`config.mk`:
```
export PLATFORM = sky130hd
export DESIGN_NAME = instr_sequencer
export DESIGN_NICKNAME = d
export VERILOG_FILES = /design/src/rtl/calc_pkg.sv /design/src/rtl/instr_sequencer_sync_fifo.sv /design/src/rtl/instr_sequencer.sv
export SDC_FILE = /design/constraint.sdc
export NUM_CORES = 1
export LEC_CHECK = 0
export ABC_AREA = 1
export BUFFER_PORTS_ARGS = -buffer_cell sky130_fd_sc_hd__buf_2
export CORE_UTILIZATION = 60
export CTS_CLUSTER_DIAMETER = 200
export DETAILED_ROUTE_END_ITERATION = 8
export PLACE_DENSITY = 0.79
export SYNTH_ARGS = -nofsm -noshare
export SYNTH_HDL_FRONTEND = slang
export SYNTH_SLANG_ARGS = --single-unit
```
`constraint.sdc`:
```
create_clock -name clk -period 3.67 [get_ports clk]
set_input_delay 0.5505 -clock clk [delete_from_list [all_inputs] [get_ports clk]]
set_output_delay 0.5505 -clock clk [all_outputs]
set_load 0.05 [all_outputs]
```
`src/rtl/calc_pkg.sv`:
```
// Shared calculator definitions: opcode field, opcode classes
// and the sequencer state encoding.
package calc_pkg;

    localparam int OPC_MSB = 31;
    localparam int OPC_LSB = 27;

    typedef enum logic [4:0] {
        MEM_ADD  = 5'b10001,
        MEM_SUB  = 5'b10010,
        MEM_DISP = 5'b10100,
        MEM_CLR  = 5'b11000,
        HALT     = 5'b11111
    } opcode_e;

    typedef enum logic [1:0] {
        S_IDLE,
        S_ISSUE,
        S_MEM_HOLD,
        S_HALTED
    } seq_state_e;

    function automatic logic [4:0] opcode_of(input logic [31:0] word);
        return word[OPC_MSB:OPC_LSB];
    endfunction

    function automatic logic is_mem_op(input logic [4:0] opc);
        case (opc)
            MEM_ADD, MEM_SUB, MEM_DISP, MEM_CLR: return 1'b1;
            default:                             return 1'b0;
        endcase
    endfunction

    function automatic logic is_halt_op(input logic [4:0] opc);
        return opc == HALT;
    endfunction

endpackage

```
`src/rtl/instr_sequencer_sync_fifo.sv`:
```
// Small synchronous FIFO with a combinational head read.
// Clear discards contents and wins over push/pop.
module sync_fifo #(
    parameter int DEPTH = 8,
    parameter int WIDTH = 32
)(
    input  logic                     clk,
    input  logic                     rst_n,
    input  logic                     clear,
    input  logic                     push,
    input  logic [WIDTH-1:0]         din,
    input  logic                     pop,
    output logic [WIDTH-1:0]         dout,
    output logic [$clog2(DEPTH):0]   count,
    output logic                     full,
    output logic                     empty
);

    localparam int AW = $clog2(DEPTH);
    localparam logic [AW:0] FULL_CNT = (AW+1)'(DEPTH);

    logic [WIDTH-1:0] mem [DEPTH];
    logic [AW-1:0]    wr_ptr;
    logic [AW-1:0]    rd_ptr;
    logic             do_push;
    logic             do_pop;

    assign full    = (count == FULL_CNT);
    assign empty   = (count == '0);
    assign do_push = push && !full && !clear;
    assign do_pop  = pop && !empty && !clear;
    assign dout    = mem[rd_ptr];

    // Storage array; contents are only meaningful between the pointers.
    always_ff @(posedge clk) begin
        if (do_push) begin
            mem[wr_ptr] <= din;
        end
    end

    // Pointer and occupancy bookkeeping; pointers wrap modulo DEPTH.
    always_ff @(posedge clk or negedge rst_n) begin
        if (!rst_n) begin
            wr_ptr <= '0;
            rd_ptr <= '0;
            count  <= '0;
        end else if (clear) begin
            wr_ptr <= '0;
            rd_ptr <= '0;
            count  <= '0;
        end else begin
            if (do_push) begin
                wr_ptr <= wr_ptr + 1'b1;
            end
            if (do_pop) begin
                rd_ptr <= rd_ptr + 1'b1;
            end
            case ({do_push, do_pop})
                2'b10:   count <= count + 1'b1;
                2'b01:   count <= count - 1'b1;
                default: count <= count;
            endcase
        end
    end

endmodule

```
`src/rtl/instr_sequencer.sv`:
```
// Instruction sequencer: buffers loader words and issues them to the
// decoder, stretching memory-class words and honouring HALT/flush.
module instr_sequencer
    import calc_pkg::*;
#(
    parameter int DEPTH       = 8,
    parameter int MEM_LATENCY = 3,
    parameter int CNT_W       = 16
)(
    input  logic                     clk,
    input  logic                     rst_n,
    input  logic [31:0]              in_instr,
    input  logic                     in_valid,
    output logic                     in_ready,
    input  logic                     run,
    input  logic                     resume,
    input  logic                     flush,
    output logic [31:0]              Instruction,
    output logic                     instr_valid,
    output logic                     busy,
    output logic                     halted,
    output logic [$clog2(DEPTH):0]   fifo_count,
    output logic [CNT_W-1:0]         issue_count
);

    localparam int HW = (MEM_LATENCY > 1) ? $clog2(MEM_LATENCY) : 1;
    localparam logic [HW-1:0] HOLD_INIT = HW'(MEM_LATENCY - 1);

    seq_state_e      state;
    seq_state_e      state_d;
    logic [HW-1:0]   hold_q;
    logic [HW-1:0]   hold_d;
    logic [31:0]     instr_d;
    logic            valid_d;
    logic [CNT_W-1:0] cnt_d;

    logic [31:0]     head;
    logic            fifo_full;
    logic            fifo_empty;
    logic            push;
    logic            pop;
    logic            can_pick;
    logic [4:0]      head_opc;
    logic            head_mem;
    logic            head_halt;

    assign in_ready  = !fifo_full;
    assign push      = in_valid && in_ready && !flush;
    assign head_opc  = opcode_of(head);
    assign head_mem  = is_mem_op(head_opc);
    assign head_halt = is_halt_op(head_opc);
    assign halted    = (state == S_HALTED);
    assign busy      = (state != S_IDLE) || !fifo_empty;

    // A new word may be taken when idle, after a normal issue, or on
    // the last cycle of a memory hold.
    assign can_pick = (state == S_IDLE) || (state == S_ISSUE) ||
                      ((state == S_MEM_HOLD) && (hold_q == '0));
    assign pop = !flush && can_pick && run && !fifo_empty;

    sync_fifo #(
        .DEPTH (DEPTH),
        .WIDTH (32)
    ) u_fifo (
        .clk   (clk),
        .rst_n (rst_n),
        .clear (flush),
        .push  (push),
        .din   (in_instr),
        .pop   (pop),
        .dout  (head),
        .count (fifo_count),
        .full  (fifo_full),
        .empty (fifo_empty)
    );

    // State and issue datapath registers.
    always_ff @(posedge clk or negedge rst_n) begin
        if (!rst_n) begin
            state       <= S_IDLE;
            hold_q      <= '0;
            Instruction <= '0;
            instr_valid <= 1'b0;
            issue_count <= '0;
        end else begin
            state       <= state_d;
            hold_q      <= hold_d;
            Instruction <= instr_d;
            instr_valid <= valid_d;
            issue_count <= cnt_d;
        end
    end

    // Next-state selection; flush always returns to IDLE.
    always_comb begin
        state_d = state;
        if (flush) begin
            state_d = S_IDLE;
        end else if (pop) begin
            unique case (1'b1)
                head_halt: state_d = S_HALTED;
                head_mem:  state_d = S_MEM_HOLD;
                default:   state_d = S_ISSUE;
            endcase
        end else begin
            case (state)
                S_MEM_HOLD: state_d = (hold_q != '0) ? S_MEM_HOLD : S_IDLE;
                S_HALTED:   state_d = resume ? S_IDLE : S_HALTED;
                default:    state_d = S_IDLE;
            endcase
        end
    end

    // Next values of the presented word, qualifier, hold and counter.
    always_comb begin
        instr_d = Instruction;
        valid_d = instr_valid;
        hold_d  = hold_q;
        cnt_d   = issue_count;
        if (flush) begin
            valid_d = 1'b0;
            hold_d  = '0;
            cnt_d   = '0;
        end else if (pop) begin
            hold_d = '0;
            if (head_halt) begin
                valid_d = 1'b0;
            end else begin
                instr_d = head;
                valid_d = 1'b1;
                cnt_d   = issue_count + 1'b1;
                if (head_mem) begin
                    hold_d = HOLD_INIT;
                end
            end
        end else if ((state == S_MEM_HOLD) && (hold_q != '0)) begin
            hold_d = hold_q - 1'b1;
        end else begin
            valid_d = 1'b0;
            hold_d  = '0;
        end
    end

endmodule

```
* Word-level counts from Yosys, hierarchy flattened
Memories as Yosys holds them, arrays and structs flattened.
Cells that the tools add are included.
** Cells by class
- Add/sub/neg operators :: 6
- Equal/unequal tests :: 13
- Multiplexer cells :: 27
- Bitwise operators :: 2
- Reduce and logical (&&, ||, !) cells :: 29
** Operators with widths (number)
- $mux 16 :: 3
- $eq 5x5->1 const B :: 5
- $mux 2 :: 9
- $add 16x1->16 const B :: 1
- $mux 3 :: 4
- $logic_and 1x1->1 :: 11
- $reduce_bool 2->1 :: 5
- $pmux 2 s2 :: 2
- $pmux 4 s2 :: 1
- $mux 1 :: 7
- $add 3x1->3 const B :: 2
- $eq 2x2->1 const B :: 3
- $add 4x1->4 const B :: 1
- $eq 2x1->1 const B :: 2
- $eq 4x4->1 const B :: 1
- $logic_not 2->1 :: 2
- $logic_not 4->1 :: 1
- $mux 4 :: 1
- $reduce_or 4->1 :: 1
- $sub 4x1->4 const B :: 1
- $logic_not 1->1 :: 3
- $logic_or 1x1->1 :: 3
- $ne 3x2->1 const B :: 1
- $reduce_and 3->1 :: 1
- other kinds (5) :: 6
** Storage, ports and cells
- Register bits after elaboration :: 63
- Bits in writable memories :: 256
- Bits of input ports :: 38
- Output and inout bits :: 56
- Memories kept :: 1
** Memory list
- u_fifo.mem :: depth 8, width 32, rd ports 1, clocked after Yosys merged registers in 0, wr ports 1, RTL line instr_sequencer_sync_fifo.sv:22 : logic [WIDTH-1:0] mem [DEPTH];

* Longest topological paths before layout
Gate-level depths: netlist of the first run.
- Depth in word-level cells :: 11
- Depth in mapped cells :: 14
- Mapped depth without buffers :: 13

* Hierarchy
From an unflattened synthesis of the first run, not the netlist that was laid out.
** Second synthesis, totals
- Cell total of the unflattened synthesis :: 1077
- Area total of the unflattened synthesis :: 13083.8 um^2
** By module, submodules not included
- sync_fifo :: instances 1, cells each 745, area each 10542.6 um^2
- instr_sequencer :: instances 1, cells each 332, area each 2541.2 um^2

* Worst setup path before layout of the first run
OpenSTA, ideal clock, no wires.
- Kind :: register to register
- Start point :: register u_fifo.count[0]
- End point :: memory u_fifo.mem[0][0] (enable)
- Library setup time :: 421 ps
- Data arrival time :: 3087 ps
- Data required time :: 3249 ps
- Path slack :: 162 ps
- Stages on the path, launching flop included :: 7
- Cells stage by stage :: dfrtp_1 -> nor2_1 -> nand3_1 -> nand2_1 -> nor2_1 -> nand2_1 -> nor2_1
** On the way
- Longest elaborated chain between the ends :: 8
** Ends and longest elaborated chain
- from (decl) :: RTL line instr_sequencer_sync_fifo.sv:14 : output logic [$clog2(DEPTH):0] count,
- from (signal assigned) :: RTL line instr_sequencer_sync_fifo.sv:59 : 2'b10: count <= count + 1'b1;
- from (signal assigned) :: RTL line instr_sequencer_sync_fifo.sv:60 : 2'b01: count <= count - 1'b1;
- from (signal assigned) :: RTL line instr_sequencer_sync_fifo.sv:61 : default: count <= count;
- $eq 4x4->1 * :: RTL line instr_sequencer_sync_fifo.sv:28 : assign full = (count == FULL_CNT);
- $logic_not 1->1 * :: RTL line instr_sequencer.sv:47 : assign in_ready = !fifo_full;
- named net in_ready :: RTL line instr_sequencer.sv:14 : output logic in_ready,
- $logic_and 1x1->1 (2 in series) :: RTL line instr_sequencer.sv:48 : assign push = in_valid && in_ready && !flush;
- $logic_and 1x1->1 * (2 in series) :: RTL line instr_sequencer_sync_fifo.sv:30 : assign do_push = push && !full && !clear;
- $mux 1 * :: RTL line instr_sequencer_sync_fifo.sv:36 : if (do_push) begin
- $mux 1 (implied by the code) * :: RTL line instr_sequencer_sync_fifo.sv:37 : mem[wr_ptr] <= din;
- to (decl) :: RTL line instr_sequencer_sync_fifo.sv:22
The timed path passes the listed nets; every way through them passes the cells marked *.

* Final worst setup path of the first run
- Start point :: register u_fifo.rd_ptr[0]
- End point :: register issue_count[0]
** On the way
- Longest elaborated chain between the ends :: 4
** Ends and longest elaborated chain
- from (decl) :: RTL line instr_sequencer_sync_fifo.sv:24 : logic [AW-1:0] rd_ptr;
- from (signal assigned) :: RTL line instr_sequencer_sync_fifo.sv:56 : rd_ptr <= rd_ptr + 1'b1;
- $mem_v2 8x32
- $eq 5x5->1 :: RTL line calc_pkg.sv:35 : return opc == HALT;
- $ne 2x2->1 (no line)
- $reduce_and 2->1 (no line)
- to (signal assigned) :: RTL line instr_sequencer.sv:90 : issue_count <= cnt_d;
- to (decl) :: RTL line instr_sequencer.sv:23 : output logic [CNT_W-1:0] issue_count
Every way passes these cells.
A chain may end at the register's enable or synchronous reset.

==> impl_results.md, run 1 <==
* Area grow syn2layout at 13.6%
* Arrival time of the worst setup path at 3380 ps
* Crit path buffers/inverters at 3
* Die Ht at between 100 and 150 µm
* Syn Inst Count at approximately 1100
* Hold_ws at approximately 74 ps
* # nets final at 1217
* Worst min path class: input pin to asynchronous set/reset pin
* DR pass1 iterations at 5
* Die area at 22100 µm²
* WP data required at 4110 ps
* Gpl congestion at 0.846
* Final max-slew violation count at 0
* Grt ovf at 0
* Max-cap violations at 0
* Area of the core at 21000 µm²
* Clk sinks at 319
* Row count at 53
* Final Hold Fails at 0
* Num ports at 94
* Share of cells above drive strength 1 at 14.3%
* Total GRT Usage at 26.1%
* Clk_lat worst skew at approximately 540 ps
* Commonest non-fill, non-tap cells in the layout: 256 x edfxtp_1, 156 x nand2_1, 145 x o21ai_0
* Critical path class: register to register
* Max frequency at about 0.34 GHz
* Postcts setup bufs at 0
* Peak VDD IR at 0.000515 V
* Post-DRT Antenna Nets at 0
* Cell Pwr Density at 670 nW/µm²
* CTS buffer count at 30
* Synth cell types at 27
* Initial antenna violation count at 2
* Syn avg cell area at around 12 µm²
* CP Launch Type: register
* PortBufs at 93
* Hpwl dp at 15700 µm
* Final setup vio count at 0
* Worst-path clk slew at 60 ps
* Actual slew at the worst max-slew pin at 756 ps
* Sequential-to-total area share from yosys stat at 71.8%
* Yosys reg bits at 319
* Crit path time final at 2950 ps
* Leak Pwr at between 0.005 and 0.006 µW
* FILL cells at 1437
* Root Driver: clkbuf_16
* Relative slew slack at 49.6%
* Die Span X at 149 µm
* Post-CTS sizing at 0
* RSZ-0062 raised after global routing: no
* Cts hold-fix bufs at 0
* Remaining DRCs at 0
* Initial Util at 61.4%
* Fin crit share at 80.3%
* R2r setup slk at 720 ps
* CP max stage cell: dfrtp_4
* H-tree depth at 1
* Vias in the first global route at around 8600
* Synthesized area at around 13000 µm²
* Wire length of the first global-routing pass at 44600 µm
* Setup TNS at 0 ps
* Via count at between 8000 and 9000
* Max Root-Sink Buffers at 3
* Critical Path, Cell by Cell: clkinv_2 -> nand2_1 -> nand3_1 -> nand3_1 -> nand2_1 -> nor2_1 -> nand3b_1 -> nand2_2 -> buf_12 -> inv_1 -> nand2_1 -> nand2_1
* Commonest non-fill, non-tap cell in the layout: edfxtp_1
* Initial detailed-routing violation count at 667
* Critical path's top delay family: simple AND/OR/NAND/NOR gates
* Net count after synthesis at 1135
* Max FO, Critical Path at 83
* CTS tree: yes
* DR vias/cell at 5.90
* Setup crit end kind: register
* Crit-path max cell delay at 510 ps
* Crit path top cell by count: nand2_1
* Status: finished, final reports clean
* Skew final at 14.3 ps
* Ys Warns at 0
* DRT Wirelength at 28100 µm
* Largest net degree at the start of global routing at 84
* Mean routed wirelength per cell at 19.0 µm
[registers in the layout (all words and copies together), names as in the netlist]
register	cells
u_fifo.mem	256
Instruction	32
issue_count	16
u_fifo.count	4
u_fifo.rd_ptr	3
u_fifo.wr_ptr	3
hold_q	2
state	2
instr_valid	1
[synth_stat cells]
master	n	share of area, %
nor2_1	138	4.0
dfrtp_1	63	12
o21bai_1	1	0.058
a21oi_1	7	0.27
or2_2	1	0.049
o22ai_1	28	1.4
nand4_1	13	0.63
o31ai_1	1	0.058
o21ai_0	145	5.6
nand3_1	59	2.3
inv_2	3	0.087
buf_2	12	0.47
nand3b_1	1	0.058
fa_1	1	0.16
o221ai_1	27	1.8
inv_1	70	2.0
buf_6	1	0.087
xor2_1	9	0.61
a21o_1	1	0.058
o21ai_1	32	1.2
nand2_1	157	4.6
buf_4	8	0.47
xnor2_1	3	0.20
nor3_1	5	0.19
clkbuf_1	42	1.2
edfxtp_1	256	60
ha_1	6	0.58
[cell families after synthesis]
| kind of cell | Yosys count | share of synthesized area, % |
|---|---|---|
| DFF | 319 | 71.8 |
| and+or+nand+nor | 374 | 11.8 |
| buffers and inverters | 136 | 4.36 |
| adders and majority gates | 7 | 0.737 |
| AOI/OAI and AO/OA | 242 | 10.5 |
| xor gates and xnor gates | 12 | 0.814 |
[worst reg2reg max path, delay by kind of cell, from the launching register on]
family                 cells  cell delay [ps]
buffers and inverters      3              960
DFF                        1              510
and+or+nand+nor            9             1390
[final cells by class]
type / instances / area [µm²] / share of cell area, %
sequential: 319 / 9270 / 63.2
antenna: 2 / 5.00 / 0.0341
clock buffer: 38 / 812 / 5.54
tap: 275 / 344 / 2.35
timing repair buffer: 113 / 628 / 4.28
clock inverter: 18 / 185 / 1.26
inverter: 73 / 275 / 1.88
multi-input combinational: 635 / 3140 / 21.4
[final timing paths]
check,from,end,cells after the start
max in group asynchronous,rst_n,u_fifo.rd_ptr[0],2
min in group clk,in_instr[24],u_fifo.mem[3][24],1
hold reg to reg,hold_q[0],hold_q[0],1
setup / recovery,u_fifo.rd_ptr[0],issue_count[0],12
hold / removal,rst_n,u_fifo.count[3],1
setup reg to reg,u_fifo.rd_ptr[0],issue_count[0],12
[stage by stage]
stage,total power (µW),setup WS (ps),area (µm²),std cells,utilization [%]
after floorplan,6140,162,12900,1090,-
after global placement,6680,906,13700,1415,65.0
after detailed placement,6760,756,13700,1415,65.0
after CTS,9850,735,14700,1471,69.7
after global routing,10200,410,14700,1472,69.7
final,9820,722,14700,1473,69.7
[layer usage]
| metal | share of wire [%] | up-vias | GRT usage, % |
|---|---|---|---|
| li1 | - | 4034 | - |
| met1 | 41 | 4238 | 34.5 |
| met2 | 50 | 361 | 44.4 |
| met3 | 6.8 | 55 | 3.90 |
| met4 | 2.5 | 0 | 9.33 |
| met5 | 0 | - | 0 |
[power breakdown]
part           internal, µW  switching, µW  total, µW
combinational           572           1770       2340
sequential             4200            165       4370
clock                  1840           1270       3110
total                  6610           3210       9820
(Power assumes the default switching activity.)
==> run 2, diff against run 1 <==
Settings changed: ABC_AREA 1 to 0, PLACE_DENSITY 0.79 to 0.8.
Clock period 3.67 ns to 3.05 ns, I/O delays scaled along.
==> impl_results.md, run 2 <==
* Status: finished, final reports clean
* Num ports at 94
* CTS tree: yes
* Worst min path class: input pin to register
* Leak Pwr at 0.00506 µW
* DR pass1 iterations at 5
* Reg2Reg Launch Point: hold_q[0]
* R2R depth at 11
* Relative slew slack at about half
* Post-synth top flop: edfxtp_1
* Fin crit share at a little over nine tenths
* Initial detailed-routing violation count at between 400 and 500
* Max FO, Critical Path at 6
* Final worst setup slack at 156 ps
* Max frequency at approximately 0.35 GHz
* Hold Path Origin: in_instr[9]
* Max Root-Sink Buffers at 3
* Storage element area at 9270 µm²
* Synth top area share at 61.6%
* Synthesized area at 12500 µm²
* Gpl congestion at 0.851
* Hpwl dp at 14700 µm
* Largest registers: u_fifo.mem (256), Instruction (32), issue_count (16)
* EDFF count, synth at approximately 260
* Critical path class: register to register
* Remaining DRCs at 0
* CTS buffer count at 31
* Placed Cells at slightly above 1000
* Worst-path clk slew at around 70 ps
* Actual slew at the worst max-slew pin at 774 ps
* Grt ovf at 0
* Area grow syn2layout at 17.1%
* DRT Wirelength at 25200 µm
* Final Hold Fails at 0
* Final max-slew violation count at 0
* CP Launch Type: register
* Root Driver: clkbuf_16
* Wire length of the first global-routing pass at 39000 µm
* Gr busiest metal: met2
* Via count at 6610
* DR vias/cell at 6.08
* Largest net degree at the start of global routing at 43
* Skew final at 19.1 ps
* Row count at 52
* Syn avg cell area at 18.6 µm²
* Power, Total at 11400 µW
* Reg with most FFs: u_fifo.mem
* Peak VDD IR at about 0.00061 V
* RSZ-0062 raised after global routing: no
* Share of cells above drive strength 1 at 30.8%
* Arrival time of the worst setup path at 3360 ps
* M1 GR Usage at roughly a third
* Net count after synthesis at 717
* Vias in the first global route at 6825
* Cell Pwr Density at roughly 780 nW/µm²
* # nets final at 838
* Clk sinks at 319
* Non-Filler Instances at 1088
* Top cells by area, synth: edfxtp_1 62%, dfrtp_1 13%, mux4_2 11%, mux2i_1 2.8%, a21oi_1 1.6%
* Post-CTS sizing at 0
* Syn Inst Count at ~670
* Commonest cells post-synth: 256 x edfxtp_1, 63 x dfrtp_1, 62 x mux4_2
* Reg2reg end: u_fifo.count[3]
* Clk_lat worst skew at 560 ps
* Area of the core at between 20000 and 25000 µm²
* Commonest non-fill, non-tap cells in the layout: 256 x edfxtp_1, 93 x buf_2, 62 x mux4_2
* Die Span X at 146 µm
* PortBufs at 93
* Initial Util at 61.5%
* Post-DRT Antenna Nets at 0
* Final setup vio count at 0
* Crit path time final at 2890 ps
* Commonest non-fill, non-tap cell in the layout: edfxtp_1
* Count leader, synth: edfxtp_1
* Max reg flops at between 200 and 300
* Setup crit end kind: register
* Place WS at 234 ps
* Initial antenna violation count at 2
* Sequential-to-total area share from yosys stat at about 74%
* Yosys reg bits at approximately 320
* Mean routed wirelength per cell at 23.2 µm
* R2r setup slk at 160 ps
* WHS Path Cells at 1
* H-tree depth at 1
* Global Route met3 Usage at approximately 4.3%
* Max-cap violations at 0
* Multi-input gate area at 3120 µm²
* End of the worst hold path: u_fifo.mem[4][9]
* Total GRT Usage at 24.3%
* WP data required at 3520 ps
* Grt met2 use at ~42%
* FILL cells at 1204
* Post-synth ARST share at 19.7%
* Die area at between 20000 and 25000 µm²
* Post-synth top area cell: edfxtp_1
* Synth cell types at 52
* Ys Warns at 0
* Die Ht at between 100 and 150 µm
==> run 2: how the worst max path moves through the flow <==
stage / depth (start not counted) / endpoint / slack, ps / from
after floorplan: 4 / u_fifo.mem[7][0] / -120 / u_fifo.count[0]
after global placement: 7 / Instruction[1] / 390 / u_fifo.rd_ptr[0]
after detailed placement: 11 / u_fifo.count[3] / 230 / hold_q[0]
after CTS: 11 / u_fifo.count[3] / 200 / hold_q[0]
after global routing: 11 / u_fifo.count[3] / 9 / hold_q[0]
final: 11 / u_fifo.count[3] / 160 / hold_q[0]
==> run 2: worst max-delay path, cell delays in order (launching register included) <==
cell and delay, ps:
dfrtp_1 390, inv_1 80, ha_1 180, nand2b_1 120
a2111o_1 560, nor2_1 300, ha_1 290, a21o_1 170
a21oi_1 230, and2_1 190, a211oi_1 80, o31ai_1 230
==> run 2: per-stage QoR <==
step / hold slack [ps] / cell area, µm² / util, % / setup TNS [ps]
2_1_floorplan: 162 / 12500 / - / -19020
3_3_place_gp: 412 / 13500 / 66.6 / 0
3_5_place_dp: 438 / 13500 / 66.6 / 0
4_1_cts: 142 / 14600 / 72.0 / 0
5_1_grt: 166 / 14600 / 72.0 / 0
6_report: 169 / 14600 / 72.0 / 0
==> run 2: cell families after synthesis <==
group	Yosys count	share of synthesized area, %
mux	100	14.5
buf+inv	40	1.59
fa+ha+maj	7	0.761
compound gates	76	3.74
xor+xnor	10	0.701
simple gates	120	4.52
flops	319	74.2
==> run 2: cell type report <==
type | instances | area share [%]
Multi-Input combinational cell | 313 | 21.3
Antenna cell | 1 | 0.0171
Sequential cell | 319 | 63.4
Clock buffer | 38 | 5.62
Inverter | 6 | 0.154
Timing Repair Buffer | 122 | 5.29
Tap cell | 270 | 2.31
Clock inverter | 19 | 1.84
==> run 2: routing by layer <==
layer	up-vias	wire length, µm
met5	-	13
met4	2	442
met3	40	1600
met1	3413	10000
li1	2911	-
met2	244	13100
==> run 2: report_power, final <==
group / switching (µW) / leakage (µW) / internal [µW] / total (µW)
sequential: 243 / 0.00308 / 5020 / 5260
combinational: 1500 / 0.00144 / 630 / 2130
clock: 1560 / 0.000539 / 2500 / 4060
==> run 2: repair_timing <==
| action | 4_1_cts | 5_1_grt |
|---|---|---|
| hold endpoints to repair | 19 | 0 |
| buffers inserted | 0 | 0 |
| hold buffers | 1 | 0 |
